**src/rtl/window_gen.sv**
```systemverilog
// Measurement-window generator: programmable window/gap lengths, continuous or
// one-shot launch, running window index and a one-cycle done pulse per window.
module window_gen #(
  parameter int unsigned CNT_W       = 32,
  parameter int unsigned IDX_W       = 16,
  parameter int unsigned DEFAULT_LEN = 10_000,
  parameter int unsigned DEFAULT_GAP = 0
) (
  input  logic             clk,
  input  logic             rst_n,
  input  logic             en,
  input  logic             start,
  input  logic             mode,
  input  logic             abort,
  input  logic             cfg_we,
  input  logic [CNT_W-1:0] cfg_len,
  input  logic [CNT_W-1:0] cfg_gap,
  output logic             cfg_pending,
  output logic             window_open,
  output logic             window_start,
  output logic             window_done,
  output logic [IDX_W-1:0] window_idx,
  output logic             busy
);

  typedef enum logic [1:0] {IDLE, OPEN, GAP} state_t;

  state_t           state, state_d;
  logic [CNT_W-1:0] cnt, cnt_d;
  logic [CNT_W-1:0] act_len, act_gap;
  logic [CNT_W-1:0] pend_len, pend_gap;
  logic             load;     // a window launches at this edge
  logic             done_d;   // a window completes at this edge
  logic             cont_go;  // continuous relaunch allowed
  logic             shot_go;  // one-shot trigger (IDLE only)

  // State and phase counter; cnt counts elapsed cycles of the current OPEN/GAP
  always_ff @(posedge clk or negedge rst_n) begin
    if (!rst_n) begin
      state <= IDLE;
      cnt   <= '0;
    end else begin
      state <= state_d;
      cnt   <= cnt_d;
    end
  end

  // Next-state: launch, window completion, gap completion; abort overrides all
  always_comb begin
    state_d = state;
    cnt_d   = cnt;
    load    = 1'b0;
    done_d  = 1'b0;
    cont_go = !mode && en;
    shot_go = mode && start;
    case (state)
      IDLE: begin
        if (cont_go || shot_go) begin
          state_d = OPEN;
          cnt_d   = '0;
          load    = 1'b1;
        end
      end
      OPEN: begin
        if (cnt == act_len - CNT_W'(1)) begin
          done_d = 1'b1;
          cnt_d  = '0;
          if (act_gap != '0) begin
            state_d = GAP;
          end else if (cont_go) begin
            state_d = OPEN;
            load    = 1'b1;
          end else begin
            state_d = IDLE;
          end
        end else begin
          cnt_d = cnt + CNT_W'(1);
        end
      end
      GAP: begin
        if (cnt == act_gap - CNT_W'(1)) begin
          cnt_d = '0;
          if (cont_go) begin
            state_d = OPEN;
            load    = 1'b1;
          end else begin
            state_d = IDLE;
          end
        end else begin
          cnt_d = cnt + CNT_W'(1);
        end
      end
      default: state_d = IDLE;
    endcase
    if (abort) begin
      state_d = IDLE;
      cnt_d   = '0;
      load    = 1'b0;
      done_d  = 1'b0;
    end
  end

  // Config: a write always wins over the launch clear, so a same-cycle write
  // stays pending for the following launch
  always_ff @(posedge clk or negedge rst_n) begin
    if (!rst_n) begin
      pend_len    <= CNT_W'(DEFAULT_LEN);
      pend_gap    <= CNT_W'(DEFAULT_GAP);
      act_len     <= CNT_W'(1);
      act_gap     <= '0;
      cfg_pending <= 1'b0;
    end else begin
      if (load) begin
        act_len     <= (pend_len == '0) ? CNT_W'(1) : pend_len;
        act_gap     <= pend_gap;
        cfg_pending <= 1'b0;
      end
      if (cfg_we) begin
        pend_len    <= cfg_len;
        pend_gap    <= cfg_gap;
        cfg_pending <= 1'b1;
      end
    end
  end

  // Registered outputs derived from the decisions made this cycle
  always_ff @(posedge clk or negedge rst_n) begin
    if (!rst_n) begin
      window_open  <= 1'b0;
      window_start <= 1'b0;
      window_done  <= 1'b0;
      window_idx   <= '0;
      busy         <= 1'b0;
    end else begin
      window_open  <= (state_d == OPEN);
      window_start <= load;
      window_done  <= done_d;
      busy         <= (state_d != IDLE);
      if (done_d) window_idx <= window_idx + IDX_W'(1);
    end
  end

endmodule

```
**config.mk**
```make
export PLATFORM = sky130hd
export DESIGN_NAME = window_gen
export DESIGN_NICKNAME = d
export VERILOG_FILES = /design/src/rtl/window_gen.sv
export SDC_FILE = /design/constraint.sdc
export NUM_CORES = 1
export LEC_CHECK = 0
export BUFFER_PORTS_ARGS = -buffer_cell sky130_fd_sc_hd__buf_2
export CAP_MARGIN = 5
export CORE_UTILIZATION = 52
export CTS_BUF_LIST = sky130_fd_sc_hd__clkbuf_8
export DETAILED_ROUTE_END_ITERATION = 12
export PLACE_DENSITY_LB_ADDON = 0.12
export SLEW_MARGIN = 20
export SYNTH_ARGS = -nofsm -noshare
export SYNTH_HDL_FRONTEND = slang
export SYNTH_SLANG_ARGS = --single-unit
```
**constraint.sdc**
```tcl
create_clock -name clk -period 5.1 [get_ports clk]
set_input_delay 0.51 -clock clk [delete_from_list [all_inputs] [get_ports clk]]
set_output_delay 0.51 -clock clk [all_outputs]
set_load 0.05 [all_outputs]
```
==> results.md, run 1 <==
* Synthesized area per cell at 10.6 sq um
* Post-synthesis sequential area ratio at 0.452
* Max Cap Viol at 0
* FF+latch area at approximately 0.0046 sq mm
* Multi-input logic area at around 0.0053 sq mm
* Root Buffer: clkbuf_8
* Rel. slew slack at 0.458
* Final period util at 0.921
* Post-Syn Nets at slightly above 1000
* Clk slew on worst S/H paths at 0.09 ns
* Clk_lat worst skew at about 0.48 ns
* CTS buffer count at 17
* CTS max path bufs at 2
* Critical path fanouts, max at between 60 and 70
* Fin Hold WS at 0.0352 ns
* Setup TNS at 0 ns
* Total gr overflow at 0
* Crit path time final at 4.70 ns
* Max-slew violation count at 0
* Critical path endpoint category: flip-flop
* Crit-path slowest cell: nor4_1
* Initial antenna violation count at 1
* Synth top area share at 0.437
* Count of cell types in the netlist at 80
* CP Cell Sequence: nor4_1, nand3_1, or4_1, a2111oi_0, o2111ai_1, or4_1, nor2_1, nand4_1, a21boi_4, buf_12, mux2_2
* Total die area at 0.0201 sq mm
* Final WL at 23300 microns
* Largest net degree at the start of global routing at 77
* Synth top cells by count: 177 x dfrtp_1, 124 x mux2_2, 68 x nand2_1
* Placed Area at 0.0108 sq mm
* Post-CTS setup buffer count at 0
* Hold Path Class: input pin to async pin
* Final cell utilization of the core at 0.594
* Vias in the first global route at 7322
* Initial Util at 0.537
* Finish-stage setup viols at 0
* Setup CP Type: flip-flop to flip-flop
* DR DRC count at 0
* Synth area leaders: dfrtp_1 44%, mux2_2 14%, xnor2_1 4.9%
* RSZ-0062 raised after global routing: false
* # H-tree levels at 4
* Worst Path Arrival at just over 5 ns
* Ports at 92
* Register bit total from synthesis at 183
* Layout cells sized above 1 at 0.281
* Share of synthesized flip-flops with an asynchronous set or reset at 1.00
* Worst Tran Pin Value at 0.813 ns
* # rows at 50
* Die H at 142 microns
* Peak Freq at 213 MHz
* Critical path required time at 5.46 ns
* Buffers added on ports at 91
* Ys flop type: dfrtp_1
* WL/cell at ~18 microns
* Via count at 7664
* Gr usage total at 0.246
* Synth Instances at 955
* P&R area growth vs syn at 10.7%
* DRT Pass-1 Iters at 6
* Nets at 1103
* Post-cts resize count at 0
* Count leader, synth: dfrtp_1
* Post-synth EDFFs at 0
* Status: completed
* Post-DP HPWL at 17000 microns
* Worst path most repeated cell: or4_1
* DRT iter0 DRCs at 491
* CORE AREA at about 0.019 sq mm
* Final hold vios at 0
* Worst Path Buf+Inv at 1
* CTS tree: yes
* Worst VDD drop at around 0.00024 V
* Synth Cell Area at 0.0101 sq mm
* Die width at roughly 140 microns
* Leakage at 4.58 nW
* DRT antenna net count at 0
* Startpoint type of the worst setup path: flip-flop
* Max Clock Skew at approximately 0.019 ns
* Sink Count at 183
* Worst path max stage delay at 0.67 ns
* Power per cell area at approximately 350 mW/mm^2
* Post-route design area at between 0.01 and 0.015 sq mm
* Ys Warns at 0
* Layout fillers at 1663
* First-pass GRT wire length at 38400 microns
* Family with the most delay on the worst path: simple AND/OR/NAND/NOR gates
* DR vias/cell at 5.90
* CTS Hold Bufs at 0
* Routability congestion estimate at around 0.88
* Yosys top cell by area: dfrtp_1
[metal layers]
layer | GRT usage | routed length (microns) | up-vias
met5 | 0 | 0 | -
met4 | 0.107 | 674 | 0
met3 | 0.0486 | 1480 | 49
met2 | 0.391 | 10900 | 242
met1 | 0.327 | 10200 | 3719
li1 | - | - | 3654
[per-stage QoR]
step	worst slack (ns)	total power [mW]	instances
after detailed placement	0.509	2.93	1265
final	0.402	3.92	1298
after global placement	0.511	2.90	1265
after floorplan	0.871	2.64	955
after global routing	0.208	4.14	1297
after CTS	0.445	3.95	1297
[flip-flops by register name, summed over array words and instances (netlist names)]
name / cells
act_gap: 32
cnt: 32
window_start: 1
state: 2
cfg_pending: 1
busy: 1
window_done: 1
pend_len: 32
window_open: 1
window_idx: 16
act_len: 32
pend_gap: 32
[worst reg2reg max path, delay by kind of cell (launching register included)]
kind	cells	cell delay [ns]
multiplexers	1	0.50
buffers and inverters	1	0.29
AND/OR/NAND/NOR	6	2.50
flip-flops	1	0.46
AO/OA/AOI/OAI	3	0.84
[cell type report]
type                            count  share of cell area
Tap cell                          260              0.0290
Timing Repair Buffer              107              0.0529
Clock buffer                       17              0.0208
Antenna cell                        1            0.000223
Clock inverter                     15              0.0148
Sequential cell                   183               0.408
Inverter                           18             0.00602
Multi-Input combinational cell    697               0.468
[cells by family (layout without fill, tap and decap cells)]
family	count (synthesis)	in the layout	synth area share
AO/OA/AOI/OAI	132	132	0.0990
XOR/XNOR	95	95	0.0834
AND/OR/NAND/NOR	328	328	0.177
buffers and inverters	75	157	0.0304
other	0	1	0
flip-flops	183	183	0.452
multiplexers	134	134	0.148
adder cells (fa/ha/maj)	8	8	0.00987
[worst paths after layout]
check                                  to  slack, ns           start  depth (start not counted)
setup / recovery              act_len[12]       0.40      act_len[7]                         11
hold / removal                 act_gap[4]       0.04           rst_n                          1
setup reg to reg              act_len[12]       0.40      act_len[7]                         11
hold reg to reg            window_idx[15]       0.47  window_idx[15]                          1
max in group asynchronous     pend_len[1]       3.86           rst_n                          2
min in group clk             pend_len[28]       0.25     cfg_len[28]                          2
[where the power goes]
group | leakage [nW] | switching [mW] | total, mW | internal, mW
logic | 2.13 | 0.449 | 0.929 | 0.480
clock network | 0.199 | 0.568 | 1.02 | 0.447
registers | 2.26 | 0.305 | 1.97 | 1.67
total | 4.58 | 1.32 | 3.92 | 2.59
[cell usage in the layout, fill, tap and decap left out, types with 28 or more instances in the layout]
master,netlist,layout
buf_2,9,90
nand3_1,38,38
nor2_1,47,47
dfrtp_1,177,177
xor2_1,37,37
mux2_2,124,124
nor3_1,29,29
xnor2_1,57,57
nand2_1,68,68
o21ai_0,28,28
nor4_1,38,38
Note: power is estimated with default switching activity, not from simulation.
==> run 2, diff against run 1 <==
ABC_AREA = 1   (was unset)
==> run 2 against run 1 <==
Against the previous run: clock-buffer cell count is 3 higher; critical path depth is 6 higher; die area is 4.2% higher; sequential share of layout area is 1.1 points lower; final cell count is 36% higher; sequential cell count stayed put; worst hold slack better by 0.097 ns; register-to-register slack better by 1.1 ns; core utilization is 0.94 points lower; total power is 1.3% lower; maximum frequency is 32% higher; critical path type unchanged; largest cell class unchanged.
==> results.md, run 2 <==
* Count of cell types in the netlist at 33 (was 80)
* Crit path time final at 3.55 ns (was 4.70 ns)
* Via count at 8969 (was 7664)
* Initial antenna violation count at 0 (was 1)
* First-pass GRT wire length at 41300 microns (was 38400 microns)
* Ys flop type: dfrtp_1 (unchanged)
* Worst Path Arrival at 3.88 ns (was 5.05 ns)
* CTS Hold Bufs at 0 (unchanged)
* Clk slew on worst S/H paths at 0.10 ns (was 0.09 ns)
* Post-Syn Nets at 1495 (was 1034)
* Final period util at 0.696 (was 0.921)
* RR Startpoint: act_len[0] (was act_len[7])
* Synth area leaders: dfrtp_1 42%, nand2_1 14%, xor2_1 7.3% (was dfrtp_1 44%, mux2_2 14%, xnor2_1 4.9%)
* DR vias/cell at 5.09 (was 5.90)
* DRT Pass-1 Iters at 5 (was 6)
* Post-route design area at 0.0115 sq mm (was 0.0112 sq mm)
* Most frequent cells in the layout: 402 x nand2_1, 182 x inv_1, 177 x dfrtp_1 (was 177 x dfrtp_1, 124 x mux2_2, 90 x buf_2)
* Routability congestion estimate at 0.901 (was 0.880)
* Max Clock Skew at 0.0168 ns (was 0.0186 ns)
* Synth top cells by count: 402 x nand2_1, 179 x inv_1, 177 x dfrtp_1 (was 177 x dfrtp_1, 124 x mux2_2, 68 x nand2_1)
* Total gr overflow at 0 (unchanged)
* Ant diodes at 0 (was 1)
* Sink Count at 183 (unchanged)
* Synth top area share at 0.419 (was 0.437)
* Final hold vios at 0 (unchanged)
* Startpoint type of the worst setup path: flip-flop (unchanged)
* Placed Area at 0.0112 sq mm (was 0.0108 sq mm)
* Post-cts resize count at 0 (unchanged)
* Hold Path Class: input pin to async pin (unchanged)
* # H-tree levels at 4 (unchanged)
* Rel. slew slack at 0.276 (was 0.458)
* Vias in the first global route at 8418 (was 7322)
* DRT antenna net count at 0 (unchanged)
* Share of synthesized flip-flops with an asynchronous set or reset at 1.00 (unchanged)
* Final WL at 24800 microns (was 23300 microns)
* Ports at 92 (unchanged)
* DRT iter0 DRCs at 546 (was 491)
* Max-slew violation count at 0 (unchanged)
* Yosys top cell by area: dfrtp_1 (unchanged)
* DR DRC count at 0 (unchanged)
* Post-synth EDFFs at 0 (unchanged)
* Die H at 145 microns (was 142 microns)
* WL/cell at 14.1 microns (was 18.0 microns)
* Ys Warns at 0 (unchanged)
* Worst Tran Pin Value at 1.08 ns (was 0.813 ns)
* Register bit total from synthesis at 183 (unchanged)
* Nets at 1562 (was 1103)
* Layout cells sized above 1 at 0.117 (was 0.281)
* Die width at 145 microns (was 142 microns)
* Critical path fanouts, max at 100 (was 69)
* Post-synthesis sequential area ratio at 0.434 (was 0.452)
* Status: completed (unchanged)
* Max Cap Viol at 0 (unchanged)
* Buffers added on ports at 91 (unchanged)
* Critical path endpoint category: flip-flop (unchanged)
* Peak Freq at 282 MHz (was 213 MHz)
* Leakage at 5.76 nW (was 4.58 nW)
* Worst VDD drop at 0.000198 V (was 0.000239 V)
* Initial Util at 0.536 (was 0.537)
* Most common cell after layout, fill and taps aside: nand2_1 (was dfrtp_1)
* Post-DP HPWL at 18400 microns (was 17000 microns)
* CORE AREA at 0.0197 sq mm (was 0.0189 sq mm)
* CTS buffer count at 17 (unchanged)
* P&R area growth vs syn at 9.06% (was 10.7%)
* Synth Cell Area at 0.0106 sq mm (was 0.0101 sq mm)
* Power per cell area at 335 mW/mm^2 (was 349 mW/mm^2)
* Synthesized area per cell at 7.47 sq um (was 10.6 sq um)
* Setup CP Type: flip-flop to flip-flop (unchanged)
* Post-CTS setup buffer count at 0 (unchanged)
* # rows at 51 (was 50)
* Largest net degree at the start of global routing at 102 (was 77)
* Synth Instances at 1416 (was 955)
* Critical path required time at 5.43 ns (was 5.46 ns)
* Setup TNS at 0 ns (unchanged)
* Total die area at 0.0209 sq mm (was 0.0201 sq mm)
* RSZ-0062 raised after global routing: false (unchanged)
* Count leader, synth: nand2_1 (was dfrtp_1)
* Clk_lat worst skew at 0.48 ns (about the same)
* Crit path launch: act_len[0] (was act_len[7])
* Finish-stage setup viols at 0 (unchanged)
* CTS tree: yes (unchanged)
* Gr usage total at 0.256 (was 0.246)
* CTS max path bufs at 2 (unchanged)
* Root Buffer: clkbuf_8 (unchanged)
## run 2: cell families (layout without fill, tap and decap cells)
group	Yosys count	count (layout)	synth area share
and+or+nand+nor	695	695	0.273
AOI/OAI and AO/OA	186	186	0.0994
xor gates and xnor gates	113	113	0.0949
buffers and inverters	231	311	0.0893
DFF	183	183	0.434
adders and majority gates	8	8	0.00947
## run 2: path summary, 6_finish.rpt
kind                                     end  slack [ns]  cells after the start
worst min register to register   cfg_pending        0.49                      2
min in group clk                pend_gap[28]        0.23                      3
worst min-delay path            pend_len[24]        0.13                      1
max in group asynchronous        act_gap[14]        3.79                      2
worst max register to register   act_gap[29]        1.55                     17
worst max-delay path             act_gap[29]        1.55                     17
## run 2: per-layer routing
metal	wire length (microns)	track usage	share of wire
met5	0	0	0
met3	1130	0.0434	0.046
met4	510	0.0909	0.021
met1	11900	0.356	0.48
met2	11300	0.401	0.45
## run 2: final cells by class
cell class | instances | area [sq um]
Multi-Input combinational cell | 1002 | 5050
Sequential cell | 183 | 4590
Clock inverter | 12 | 103
Timing Repair Buffer | 96 | 502
Clock buffer | 20 | 275
Fill cell | 1874 | 8180
Inverter | 183 | 687
Tap cell | 265 | 332
## run 2: per-stage QoR
step	instances	utilization	hold slack (ns)	total power, mW	worst slack (ns)
2_1_floorplan	1416	-	0.214	2.62	2.75
3_3_place_gp	1729	0.566	0.470	2.89	1.64
3_5_place_dp	1729	0.566	0.470	2.91	1.60
4_1_cts	1761	0.585	0.170	3.89	1.58
5_1_grt	1761	0.585	0.200	4.13	1.20
6_report	1761	0.585	0.132	3.87	1.55
## run 2: power by group
part           internal, mW  leakage, nW  switching, mW  total [mW]
combinational         0.394         3.25          0.678        1.07
sequential             1.63         2.32          0.194        1.82
clock                 0.425        0.204          0.549       0.974
total                  2.45         5.76           1.42        3.87
## run 2: critical path: stages, from the launching register on
cell and delay (ns):
dfstp_2 0.55, inv_1 0.06, ha_1 0.23, nand2_1 0.13, nor2_2 0.08, nand2_2 0.15, clkinv_1 0.13, nand3b_1 0.10
nand2_1 0.07, nor2_1 0.11, nand3_1 0.09, nor2_2 0.21, nand4_1 0.13, nand3_1 0.13, nand2_4 0.48, buf_4 0.50
nand2_1 0.09, o21ai_0 0.07
